==> src/rtl/hbridge_driver.sv <==
// hbridge_driver
//   Drives the left and right H-bridge channels from the direction/enable
//   command bus. Each channel soft-starts, enforces a dead time on every
//   direction reversal, and shuts down as soon as its enable drops.
//
// Build option:
//   HBRIDGE_SOFTSTART_EN  defined   -> duty ramps from 0 up to DUTY_MAX
//                         undefined -> channels jump straight to RUN at DUTY_MAX,
//                                      and no ramp timer is built
//
// Ports:
//   clk         system clock
//   rst_n       asynchronous active-low reset
//   motor_in    [3:2] left / [1:0] right code (10/01 = direction, 00/11 = stop), async
//   motor_en    [1] left / [0] right enable, async
//   bridge_dir  bridge input pins, same mapping as motor_in (registered)
//   bridge_pwm  PWM enables, [1] left / [0] right (registered)
//   state_l     left channel FSM state  (0 STOP, 1 RAMP, 2 RUN, 3 DEAD)
//   state_r     right channel FSM state (same encoding)
module hbridge_driver #(
    parameter logic [7:0]  DUTY_MAX    = 8'd200,
    parameter logic [7:0]  RAMP_STEP   = 8'd8,
    parameter logic [15:0] RAMP_DIV    = 16'd1000,
    parameter logic [15:0] DEAD_CYCLES = 16'd500,
    parameter logic [7:0]  PWM_DIV     = 8'd4
) (
    input  logic       clk,
    input  logic       rst_n,
    input  logic [3:0] motor_in,
    input  logic [1:0] motor_en,
    output logic [3:0] bridge_dir,
    output logic [1:0] bridge_pwm,
    output logic [1:0] state_l,
    output logic [1:0] state_r
);

    typedef enum logic [1:0] {
        ST_STOP = 2'd0,
        ST_RAMP = 2'd1,
        ST_RUN  = 2'd2,
        ST_DEAD = 2'd3
    } ch_state_t;

    // {motor_en, motor_in} after each synchronizer stage
    logic [5:0] sync1_r;
    logic [5:0] sync2_r;

    logic [7:0] pwm_div_r;
    logic [7:0] pwm_div_nxt_s;
    logic [7:0] pwm_cnt_r;
    logic [7:0] pwm_cnt_nxt_s;

`ifndef HBRIDGE_SOFTSTART_EN
    // The ramp parameters have no function without soft-start; sink them so
    // the parameter list stays identical between builds.
    logic unused_ramp_s;
    assign unused_ramp_s = ^{RAMP_STEP, RAMP_DIV};
`endif

    // Two-flop synchronizer for the asynchronous command bus
    always_ff @(posedge clk or negedge rst_n) begin
        if (!rst_n) begin
            sync1_r <= 6'd0;
            sync2_r <= 6'd0;
        end else begin
            sync1_r <= {motor_en, motor_in};
            sync2_r <= sync1_r;
        end
    end

    // Next value of the prescaler and the shared free-running PWM counter
    always_comb begin
        pwm_div_nxt_s = pwm_div_r + 8'd1;
        pwm_cnt_nxt_s = pwm_cnt_r;
        if (pwm_div_r >= PWM_DIV - 8'd1) begin
            pwm_div_nxt_s = 8'd0;
            pwm_cnt_nxt_s = pwm_cnt_r + 8'd1;
        end else begin
            pwm_cnt_nxt_s = pwm_cnt_r;
        end
    end

    // PWM prescaler and counter registers
    always_ff @(posedge clk or negedge rst_n) begin
        if (!rst_n) begin
            pwm_div_r <= 8'd0;
            pwm_cnt_r <= 8'd0;
        end else begin
            pwm_div_r <= pwm_div_nxt_s;
            pwm_cnt_r <= pwm_cnt_nxt_s;
        end
    end

    // ch 0 = right, ch 1 = left
    for (genvar ch = 0; ch < 2; ch++) begin : g_ch
        ch_state_t   ch_state_r;
        ch_state_t   ch_state_nxt_s;
        logic [1:0]  code_s;
        logic        en_s;
        logic        valid_s;
        logic        drive_nxt_s;
        logic [1:0]  dir_r;
        logic [1:0]  dir_nxt_s;
        logic [7:0]  duty_r;
        logic [7:0]  duty_nxt_s;
        logic [15:0] dead_tmr_r;
        logic [15:0] dead_tmr_nxt_s;
        logic [1:0]  pair_r;
        logic        pwm_r;
`ifdef HBRIDGE_SOFTSTART_EN
        logic [15:0] ramp_tmr_r;
        logic [15:0] ramp_tmr_nxt_s;
        logic [8:0]  ramp_sum_s;
`endif

        assign code_s  = sync2_r[2*ch+1 -: 2];
        assign en_s    = sync2_r[4+ch];
        assign valid_s = en_s & ((code_s == 2'b10) | (code_s == 2'b01));

        // Channel next-state logic; an invalid command (stop code or enable
        // low) overrides everything, so a simultaneous reversal lands in STOP
        always_comb begin
            ch_state_nxt_s = ch_state_r;
            dir_nxt_s      = dir_r;
            duty_nxt_s     = duty_r;
            dead_tmr_nxt_s = 16'd0;
`ifdef HBRIDGE_SOFTSTART_EN
            ramp_tmr_nxt_s = 16'd0;
            ramp_sum_s     = {1'b0, duty_r} + {1'b0, RAMP_STEP};
`endif
            if (!valid_s) begin
                ch_state_nxt_s = ST_STOP;
                duty_nxt_s     = 8'd0;
            end else begin
                case (ch_state_r)
                    ST_STOP: begin
                        dir_nxt_s = code_s;
`ifdef HBRIDGE_SOFTSTART_EN
                        ch_state_nxt_s = ST_RAMP;
                        duty_nxt_s     = 8'd0;
`else
                        ch_state_nxt_s = ST_RUN;
                        duty_nxt_s     = DUTY_MAX;
`endif
                    end
                    ST_RAMP: begin
                        if (code_s != dir_r) begin
                            ch_state_nxt_s = ST_DEAD;
                            dir_nxt_s      = code_s;
                            duty_nxt_s     = 8'd0;
                        end else begin
`ifdef HBRIDGE_SOFTSTART_EN
                            if (ramp_tmr_r >= RAMP_DIV - 16'd1) begin
                                // 9-bit sum so a step past 255 still saturates
                                if (ramp_sum_s >= {1'b0, DUTY_MAX}) begin
                                    duty_nxt_s     = DUTY_MAX;
                                    ch_state_nxt_s = ST_RUN;
                                end else begin
                                    duty_nxt_s = ramp_sum_s[7:0];
                                end
                            end else begin
                                ramp_tmr_nxt_s = ramp_tmr_r + 16'd1;
                            end
`else
                            ch_state_nxt_s = ST_RUN;
                            duty_nxt_s     = DUTY_MAX;
`endif
                        end
                    end
                    ST_RUN: begin
                        if (code_s != dir_r) begin
                            ch_state_nxt_s = ST_DEAD;
                            dir_nxt_s      = code_s;
                            duty_nxt_s     = 8'd0;
                        end else begin
                            duty_nxt_s = DUTY_MAX;
                        end
                    end
                    ST_DEAD: begin
                        duty_nxt_s = 8'd0;
                        if (code_s != dir_r) begin
                            // newest reversal wins and the dead time restarts
                            dir_nxt_s = code_s;
                        end else if (dead_tmr_r >= DEAD_CYCLES - 16'd1) begin
`ifdef HBRIDGE_SOFTSTART_EN
                            ch_state_nxt_s = ST_RAMP;
`else
                            ch_state_nxt_s = ST_RUN;
                            duty_nxt_s     = DUTY_MAX;
`endif
                        end else begin
                            dead_tmr_nxt_s = dead_tmr_r + 16'd1;
                        end
                    end
                    default: begin
                        ch_state_nxt_s = ST_STOP;
                        duty_nxt_s     = 8'd0;
                    end
                endcase
            end
        end

        assign drive_nxt_s = (ch_state_nxt_s == ST_RAMP) | (ch_state_nxt_s == ST_RUN);

        // Channel state and outputs; outputs are built from next-state values
        // so the pins change on the same edge as the FSM
        always_ff @(posedge clk or negedge rst_n) begin
            if (!rst_n) begin
                ch_state_r <= ST_STOP;
                dir_r      <= 2'b00;
                duty_r     <= 8'd0;
                dead_tmr_r <= 16'd0;
                pair_r     <= 2'b00;
                pwm_r      <= 1'b0;
`ifdef HBRIDGE_SOFTSTART_EN
                ramp_tmr_r <= 16'd0;
`endif
            end else begin
                ch_state_r <= ch_state_nxt_s;
                dir_r      <= dir_nxt_s;
                duty_r     <= duty_nxt_s;
                dead_tmr_r <= dead_tmr_nxt_s;
                pair_r     <= drive_nxt_s ? dir_nxt_s : 2'b00;
                pwm_r      <= drive_nxt_s & (pwm_cnt_nxt_s < duty_nxt_s);
`ifdef HBRIDGE_SOFTSTART_EN
                ramp_tmr_r <= ramp_tmr_nxt_s;
`endif
            end
        end
    end

    assign bridge_dir = {g_ch[1].pair_r, g_ch[0].pair_r};
    assign bridge_pwm = {g_ch[1].pwm_r, g_ch[0].pwm_r};
    assign state_l    = g_ch[1].ch_state_r;
    assign state_r    = g_ch[0].ch_state_r;

endmodule

==> config.mk <==
export PLATFORM = sky130hd
export DESIGN_NAME = hbridge_driver
export DESIGN_NICKNAME = d
export VERILOG_FILES = /design/src/rtl/hbridge_driver.sv
export SDC_FILE = /design/constraint.sdc
export NUM_CORES = 1
export LEC_CHECK = 0
export CORE_MARGIN = 2
export CORE_UTILIZATION = 45
export CTS_CLUSTER_DIAMETER = 200
export DETAILED_ROUTE_END_ITERATION = 16
export PLACE_DENSITY = 0.68
export SETUP_SLACK_MARGIN = 0.15
export SYNTH_ARGS = -nofsm -noshare
export SYNTH_HDL_FRONTEND = slang
export SYNTH_SLANG_ARGS = --single-unit
==> constraint.sdc <==
create_clock -name clk -period 5 [get_ports clk]
set_clock_uncertainty 0.2 [all_clocks]
set_input_delay 1 -clock clk [delete_from_list [all_inputs] [get_ports clk]]
set_output_delay 1 -clock clk [all_outputs]
set_load 0.02 [all_outputs]
== Word-level counts from Yosys, hierarchy flattened ==
Index checks and enable logic that the tools add are counted.
Storage, ports and cells
  register bits after elaboration: 74
  input bits: 8
  output and inout port bits: 10
  word-level logic and storage cells: 93
Operators by class
  $add $sub $neg: 4
  $lt $le $gt $ge: 5
  equal/unequal tests: 16
  multiplexer cells: 40
  bitwise operators: 8
  reductions and logical operators: 6
Operator list (count)
  two-way mux 16 bit: 8
  two-way mux 8 bit: 10
  one-hot mux 8 bit (3 select lines): 2
  adder 16 x 1 -> 16 bit, second input constant: 2
  >= comparator 16 x 9 -> 1 bit, second input constant: 2
  two-way mux 2 bit: 14
  adder 8 x 1 -> 8 bit, second input constant: 2
  equality test 2 bit, second input constant: 8
  less-than comparator 8 bit: 2
  one-hot mux 2 bit (4 select lines): 2
  equality test 2 x 1 -> 1 bit, second input constant: 6
  >= comparator 8 x 2 -> 1 bit, second input constant: 1
  one-hot mux 2 bit (2 select lines): 2
  OR reduction 3 bit: 2
  AND 1 bit: 4
  logical NOT 2 bit: 2
  inequality test 2 bit: 2
  OR 1 bit: 4
  OR reduction 2 bit: 2
  two-way mux 1 bit: 2

== Depth between registers and ports, before layout ==
  depth after elaboration: 8
  gate-level depth with buffers: 10
  mapped depth without buffers: 10

== Worst setup path before layout ==
Ideal clock, no wire load.
  path type: register to register
  start: register pwm_div_r[0]
  end: register g_ch[0].pwm_r
  setup time: 0.111 ns
  arrival: 2.289 ns
  required time: 4.689 ns
  path slack: 2.400 ns
  cell stages (with the launch flop): 10
  path buffers: 0
  clock period less this slack: 2.600 ns
  path through: dfrtp_1 -> ha_1 -> nor4_1 -> nand2_1 -> and3_1 -> nand4_1 -> xnor2_1 -> ha_1 -> o21a_1 -> a2111oi_2
Between the ends
  word-level cells in the longest chain between the ends: 4
RTL lines
  start, declared: line 48  | logic [7:0] pwm_div_r;
  start signal, assigned: line 89  | pwm_div_r <= pwm_div_nxt_s;
  >= comparator 8 x 2 -> 1 bit: line 75  | if (pwm_div_r >= PWM_DIV - 8'd1) begin
  two-way mux 8 bit: line 75
  net pwm_cnt_nxt_s[7]: line 51  | logic [7:0] pwm_cnt_nxt_s;
  less-than comparator 8 bit: line 224  | pwm_r <= drive_nxt_s & (pwm_cnt_nxt_s < duty_nxt_s);
  AND 1 bit: line 224
  end signal, assigned: line 224
  end, declared: line 109  | logic pwm_r;
The timed path passes the listed nets, and every way through them passes these cells.

== Final worst setup path ==
Same ends and word-level chain as after synthesis.

==> impl_metrics.csv <==
group,metric,value,unit
sta,finalCritPeriodShare,0.580,
die,fp.dieH,86.6,um
die,io_pins,18,
route,wl,4380,um
global_routing,grt_antenna_before_repair,0,
sta,finalCriticalPeriod,2900,ps
clock_network,cts_tree,"built",
clock_network,clockBufferDepth,2,
clock_network,postCtsHoldBufs,0,
clock_network,post_cts_resized,0,
route,drc,0,
synthesis,ys_warn_count,0,
synthesis,async_reset_ff_frac,1.00,
synthesis,ys_ff_latch,74,
finish,n_antenna_cell,0,
clock_network,post_cts_buffers,0,
clock_network,clock-root-buffer,"clkbuf_8",
route,dr.pass1.iters,4,
synthesis,ys.flop_type,"dfrtp_1",
setup_path,cp_max_fo,7,
run_status,status,"finished, final reports clean",
route,vias,1779,
finish,area_delta_synth_final,16.9,%
placement,gp_congestion,0.791,
placement,placed_cell_area,3400,sq um
synthesis,netlist_area,3070,sq um
hold_path,hp-class,"reg2reg",
sta,rsz0062_at_grt,"false",
global_routing,grt_pass1_wl,7720,um
setup_path,cp_data_required_time,5040,ps
setup_path,cp_cell_sequence,"ha_1, nor4_1, nand2_1, and3_1, nand4_1, xnor2_1, ha_1, o21a_1, a2111oi_2",
setup_path,critPathMaxStageDelay,420,ps
clock_network,insertion_delay,340,ps
setup_path,arrival,2940,ps
finish,final_nets,320,
route,postRouteAntennaNets,0,
finish,final_area,3590,sq um
sta,hold_violations,0,
synthesis,yosysSeqAreaShare,0.604,
sta,tns,0,ps
synthesis,synth_edf_count,0,
pwr,p_leak,1.59,nW
clock_network,cts-htree-levels,3,
setup_path,path_class,"reg2reg",
synthesis,ys_types,41,
sta,worst_slew_margin_rel,0.413,
clock_network,cts_sinks,74,
pwr,vdd_drop_max,0.000211,V
sta,slew_violations,0,
route,initialDrtViolationCount,43,
finish,most-common-layout-cells,"dfrtp_1 (74), nor2_1 (31), conb_1 (20)",
hold_path,hold_depth,0,
die,dieWidth,86.6,um
sta,setup_viol_count_final,0,
finish,drive_gt1_frac,0.100,
die,die_area,7490,sq um
placement,dp.final_hpwl,3040,um
placement,portBuffers,17,
clock_network,path_clk_slew,70,ps
route,wl_per_cell,11.6,um
sta,timing.fmax,345,MHz
route,routed_via_density,4.69,
clock_network,numCtsBuffers,9,
global_routing,track_usage,0.137,
synthesis,synthCells,248,
setup_path,crit_slowest_cell,"nor4_1",
die,start_util,0.459,
synthesis,syn_avg_cell_area,12.4,sq um
setup_path,worst_setup_path_end_kind,"register",
die,coreArea,6680,sq um
global_routing,grt_overflow,0,
sta,worst_pin_slew,881,ps
finish,mostFrequentLayoutCell,"dfrtp_1",
pwr,power_density,378,nW/um^2
global_routing,grt_pass1_vias,1781,
die,rows,30,
setup_path,cp-start-kind,"register",
setup_path,crit_top_cell,"ha_1",
setup_path,r2r_cells,9,
global_routing,grt_max_degree,43,
job,cap_violations,0,
-- routing by layer --
metal  share of wire  global-route usage  routed length, um
met4           0.023              0.0810                100
met3           0.038              0.0476                168
met5               0                   0                  0
met1            0.51               0.178               2230
met2            0.43               0.199               1880
-- cell type report --
type | count | area [sq um]
timing repair buffer | 18 | 173
multi-input combinational | 178 | 1220
clock buffer | 12 | 165
tap | 80 | 100
fill | 577 | 3100
clock inverter | 4 | 25.0
sequential | 74 | 1850
inverter | 13 | 48.8
-- power by group --
| part | total [W] | internal [W] | switching (W) |
|---|---|---|---|
| Clock | 0.000430 | 0.000219 | 0.000211 |
| Combinational | 0.000220 | 0.000107 | 0.000113 |
| Sequential | 0.000705 | 0.000657 | 0.0000479 |
| Total | 0.00135 | 0.000983 | 0.000372 |
-- cells by family (layout without fill, tap and decap cells) --
kind of cell,Yosys count,after routing,share of synthesized area
xor gates and xnor gates,25,25,0.0738
DFF,74,74,0.604
AOI/OAI and AO/OA,24,24,0.0677
adders and majority gates,18,18,0.0734
other,1,20,0.00122
and+or+nand+nor,88,88,0.149
buffers and inverters,15,47,0.0208
muxes,3,3,0.0106
-- metrics by stage --
step | total power (W) | hold WS (ps) | worst slack [ps] | std cells | util
after floorplan | 0.000874 | 131 | 2400 | 267 | -
after global placement | 0.000931 | 132 | 2270 | 363 | 0.508
after detailed placement | 0.000939 | 136 | 2130 | 363 | 0.508
after CTS | 0.00138 | 153 | 2070 | 379 | 0.537
after global routing | 0.00144 | 162 | 1780 | 379 | 0.537
final | 0.00135 | 150 | 2100 | 379 | 0.537
-- worst max-delay path, delay by kind of cell, from the launching register on --
kind            cells  cell delay [ps]
flops               1              390
fa+ha+maj           2              490
compound gates      2              460
simple gates        4             1080
xor+xnor            1              190
-- cells in the mapped netlist (all sizes together) (2+ instances only) --
cell type  count  area share
mux2           2      0.0073
nor2          31       0.038
nand4          8       0.018
or3            2      0.0041
and3           5       0.010
ha            18       0.073
a41oi          2      0.0057
nor4           3       0.011
nor3           5      0.0082
dfrtp         74        0.60
and2           2      0.0041
xor2           8       0.025
o21ai          5      0.0082
nand2         17       0.023
nand3          9       0.015
and4           2      0.0057
buf            2      0.0049
a21oi          7       0.013
a2111oi        2       0.014
xnor2         17       0.049
inv           13       0.016
-- state kept, by name, indices dropped and copies added, names as in the netlist --
register         cells
pwm_cnt_r            8
pwm_div_r            8
g_ch.dead_tmr_r     32
sync2_r              6
g_ch.dir_r           4
state_r              2
g_ch.pair_r          4
state_l              2
g_ch.pwm_r           2
sync1_r              6
-- worst paths after layout --
kind | from | endpoint | slack [ps]
min in group asynchronous | rst_n | g_ch[1].dead_tmr_r[0] | 580
setup reg to reg | pwm_div_r[0] | g_ch[0].pwm_r | 2100
hold reg to reg | sync1_r[4] | sync2_r[4] | 150
setup / recovery | pwm_div_r[0] | g_ch[0].pwm_r | 2100
hold / removal | sync1_r[4] | sync2_r[4] | 150
max in group asynchronous | rst_n | g_ch[0].dead_tmr_r[4] | 3100
Note: power is estimated with default switching activity, not from simulation.
==> RTL change 1: new RTL, config.mk and constraints unchanged <==
The option `HBRIDGE_SOFTSTART_EN` is turned on by a define.
--- a/src/rtl/hbridge_driver.sv
+++ b/src/rtl/hbridge_driver.sv
@@ -19,2 +19,4 @@
 //   state_r     right channel FSM state (same encoding)
+`define HBRIDGE_SOFTSTART_EN
+
 module hbridge_driver #(
Formal check against the unedited RTL: not equivalent (a bounded check fails within 4 cycles, from zero or initial values and one cycle with rst_n low).
==> RTL change 1 against the unedited design <==
Combinational power is 81% higher; total power rose by 100%; routed wire length grew 110%; sequential cell count rose by 48; count of clock-buffer cells in the layout grew 8; synthesized area increased by 74%; cell area is 77% higher; setup slack worse by 490 ps; critical path type unchanged.
==> RTL change 1: results (changes against the unedited design) <==
- Tot Pwr: 2.715 mW (+100%)
- Pleak: 2.763 nW (+73%)
- First-pass DRT Iterations: 5 (+1)
- Data arrival, critical path: 3520 ps (+580 ps)
- Sequential cell area share: 0.4800 (-0.03637)
- Placed Area: 5766 sq um (+70%)
- #MultiIn Comb: 367 (+110%)
- Slew headroom: 0.4598 (+0.04712)
- Mux share of post-synthesis cell area: 0.006098 (-0.004510)
- Inverters: 11 (-2)
- Placed insts: 662 (+82%)
- Top flop regs: g_ch.dead_tmr_r: 32 flops, g_ch.ramp_tmr_r: 32 flops, g_ch.duty_r: 16 flops
- Comb power frac: 0.147 (-0.015)
- Via count: 3579 (+100%)
- Adder-cell share of the synthesized area: 0.05159 (-0.02184)
- Seq cells post-synth: 122 (+65%)
- Maximum VDD drop: 0.2719 mV (+29%)
- Clock buffers: 20 (+8)
- Top cells by count, synth: dfrtp_1 (122), nor2_1 (66), nand2_1 (31)
- Largest net degree at the start of global routing: 66 (+53%)
- GRT Total Usage: 0.1685 (+0.03150)
- Synth unique cells: 64 (+56%)
- Area of the multi-input gates: 2310 sq um (+89%)
- Clk_lat worst skew: 410 ps (+70 ps)
- Cell count after synthesis: 477 (+92%)
- Reg clk slew, reported paths: 50 ps (-20 ps)
- Post-DP HPWL: 6.463 mm (+110%)
- Share of cells above drive strength 1: 0.08000 (-0.02033)
- Drt initial violations: 139 (+220%)
- Gp weighted congestion: 0.8181 (+3.4%)
- Non-clk buf share: 0.02872 (-0.01943)
- Post-synthesis to final-layout area growth: 19.21%
- Final nets: 568 (+78%)
- Routed WL per cell: 13.51 um (+17%)
- Pre-CTS WS: 1635 ps (-497.6 ps)
- Port bufs: 17 (unchanged)
- Clock-cell share: 0.09345 (+0.04041)
- Vias in the first global route: 3663 (+110%)
- H-tree depth reported by CTS: 4 (+1)
- Core footprint: 11520 sq um (+72%)
- TritonCTS Buffers: 17 (+8)
- Pint: 2.025 mW (+110%)
- Post-synthesis compound-gate area fraction: 0.09756 (+0.02983)
- Bufs w/o clock: 19 (+1)
- First-pass GRT wire length: 16.79 mm (+120%)
- Clock root buffer: clkbuf_16
- Post-Synth XOR/XNOR Area: 0.06567 (-0.008181)
- Routed vias/inst: 5.165 (+10%)
- Status: finished, final reports clean
- Synth top area share: 0.5722 (-0.03160)
- Seq pwr: 1.10 mW (+56%)
- Seq/Total Area, Yosys: 0.5722 (-0.03160)
RTL change 1: worst max-delay path, stage by stage, from the launching register on:
cell       delay (ps)
dfrtp_1           400
ha_1              250
a211o_1           270
and3_4            200
or2_1             300
a21boi_1          460
nand2_1           110
ha_1              220
nand2b_1          150
a2111oi_2         340
o21ai_1           150
a311oi_2          250
RTL change 1: final timing paths:
path | startpoint | end | slack, ps | depth (start not counted)
max | g_ch[0].ramp_tmr_r[0] | g_ch[0].pwm_r | 1600 | 11
max in group asynchronous | rst_n | g_ch[1].ramp_tmr_r[10] | 3210 | 2
max reg2reg | g_ch[0].ramp_tmr_r[0] | g_ch[0].pwm_r | 1600 | 11
min reg2reg | sync1_r[1] | sync2_r[1] | 150 | 0
min in group asynchronous | rst_n | g_ch[1].ramp_tmr_r[6] | 480 | 1
min | sync1_r[1] | sync2_r[1] | 150 | 0
RTL change 1: metal layers:
layer	track usage	part of all wire
met1	0.2103	0.47
met2	0.2703	0.49
met3	0.05303	0.033
met4	0.07724	0.013
met5	0	0
==> RTL change 2: new RTL, config.mk and constraints unchanged <==
Made on the original files. Make the reset (`rst_n`) synchronous in 3 clocked blocks. Comments in the files are not updated.
--- a/src/rtl/hbridge_driver.sv
+++ b/src/rtl/hbridge_driver.sv
@@ -60,3 +60,3 @@
     // Two-flop synchronizer for the asynchronous command bus
-    always_ff @(posedge clk or negedge rst_n) begin
+    always_ff @(posedge clk) begin
         if (!rst_n) begin
@@ -83,3 +83,3 @@
     // PWM prescaler and counter registers
-    always_ff @(posedge clk or negedge rst_n) begin
+    always_ff @(posedge clk) begin
         if (!rst_n) begin
@@ -206,3 +206,3 @@
         // so the pins change on the same edge as the FSM
-        always_ff @(posedge clk or negedge rst_n) begin
+        always_ff @(posedge clk) begin
             if (!rst_n) begin
Function: differs if rst_n is asserted again (counterexample within 4 cycles, from zero or initial values and one cycle with rst_n low); with rst_n held inactive, the same outputs for 10 cycles.
==> RTL change 2 against the unedited design <==
First-iteration DRC count rose to 2.5 times the old value; global-route usage fell by 0.066 points; sequential share of layout area fell by 8.5 points; die area fell by 5.1%; setup slack improved by 56 ps; non-clock buffer count fell by 1; routed wire length fell by 0.34%; critical path type is now primary input to register; synthesized area fell by 5.4%; cell area fell by 4.3%; critical path depth fell by 5; synthesized cell count rose by 14%; sequential cell count did not move.
Power is not compared: it rests on default switching activity, and its combinational part moved more than twofold at a synthesized area within 25%.
==> RTL change 2: results (changes against the unedited design) <==
- Placed Area: 3202 sq um (-5.7%)
- Top cells by count, synth: dfxtp_1 (74), nor2_1 (30), nand2_1 (22)
- Slew headroom: 0.4390 (+0.02628)
- Post-Route WL: 4.364 mm (-0.34%)
- Routed vias/inst: 4.820 (+2.7%)
- Largest net degree at the start of global routing: 32 (-26%)
- TritonCTS Buffers: 9 (unchanged)
- CP max FO: 31 (+24)
- Share of cells above drive strength 1: 0.09422 (-0.006110)
- Maximum VDD drop: about 0.21 mV
- Port bufs: 17 (unchanged)
- Worst Setup SP: rst_n
- Drt initial violations: 108 (+150%)
- Fill cells: 557 (-3.5%)
- Status: finished, final reports clean
- Ys flop type: dfxtp_1
- Synth unique cells: 44 (+7.3%)
- Pre-CTS WS: 1722 ps (-410.2 ps)
- Worst Hold Class: register to register
- H-tree depth reported by CTS: 3 (unchanged)
- Post-Synth XOR/XNOR Area: 0.08452 (+0.01067)
- CTS resizes: 0 (unchanged)
- Final nets: 350 (+9.4%)
- Synth Warn #: 0 (unchanged)
- Clock buffer depth: 2 (unchanged)
- First-pass DRT Iterations: 4 (unchanged)
- Initial antenna violation count: 0 (unchanged)
- Vias in the first global route: 1868 (+4.9%)
- Mux share of post-synthesis cell area: 0.003450 (-0.007158)
- Post-synthesis compound-gate area fraction: 0.08236 (+0.01464)
- GRT Total Usage: 0.1364 (-0.0006580)
- Crit Reg-Reg Startpoint: state_l[0]
- Drt drc: 0 (unchanged)
- Gp weighted congestion: 0.8259 (+4.4%)
- Seq/Total Area, Yosys: 0.5106 (-0.09327)
- Worst hold path startpoint: pwm_div_r[0]
- Setup bufs post-CTS: 0 (unchanged)
- Clock root buffer: clkbuf_8
- Clk_lat worst skew: 340 ps (about the same)
- First-pass GRT wire length: 7.810 mm (+1.2%)
- Data arrival, critical path: 2930 ps (about the same)
- Top flop regs: g_ch.dead_tmr_r: 32 flops, pwm_cnt_r: 8 flops, pwm_div_r: 8 flops
- Reg clk slew, reported paths: ~80 ps
- Max reg flops: 32 (unchanged)
- Share of flip-flops with an asynchronous set or reset: 0 (-1.000)
- Adder-cell share of the synthesized area: 0.07762 (+0.004180)
- Pleak: roughly 1.4 nW
- Ant diodes: 0 (unchanged)
- Dominant cells by area after synthesis: dfxtp_1 (51%), ha_1 (7.8%), xnor2_1 (5.4%)
- Post-DP HPWL: 3.067 mm (+0.82%)
## RTL change 2: metrics by stage
stage,instances,hold WS (ps)
floorplan,302,203.3
global placement,390,217.2
detailed placement,390,217.6
CTS,406,233.4
global route,406,255.4
finish,406,230.9
## RTL change 2: area by class of cell
class | count | area [sq um] | area share
Clock buffer | 9 | 123.9 | 0.03608
Inverter | 10 | 37.54 | 0.01093
Clock inverter | 7 | 107.6 | 0.03134
Tap cell | 77 | 96.34 | 0.02806
Timing Repair Buffer | 17 | 170.2 | 0.04956
Multi-Input combinational cell | 212 | 1416 | 0.4125
Sequential cell | 74 | 1481 | 0.4315
## RTL change 2: kinds of logic (layout without fill, tap and decap cells)
family                     count (synthesis)  after routing
and+or+nand+nor                          117            117
xor gates and xnor gates                  28             28
DFF                                       74             74
adders and majority gates                 18             18
buffers and inverters                     16             43
other                                      1             20
muxes                                      1              1
AOI/OAI and AO/OA                         28             28
## RTL change 2: worst max-delay path, stage by stage
cell,delay (ps)
clkdlybuf4s50_1,1020
and3_2,370
nand4_1,340
nor2_1,200
## RTL change 2: worst paths after layout
check                                to  slack (ps)  cells after the start
setup / recovery  g_ch[0].dead_tmr_r[2]        2150                      4
hold / removal             pwm_div_r[0]         230                      1
setup reg to reg          g_ch[1].pwm_r        2280                      9
hold reg to reg            pwm_div_r[0]         230                      1
## RTL change 2: power breakdown
group	switching, mW	total (mW)	internal, mW
registers	0.00754	0.613	0.605
clock network	0.240	0.531	0.291
logic	0.0157	0.0319	0.0162
## RTL change 2: layer usage
metal,vias up,global-route usage,part of all wire
li1,1016,-,-
met1,904,0.1705,0.52
met2,27,0.2100,0.43
met3,10,0.03638,0.030
met4,0,0.08358,0.028
met5,-,0,0
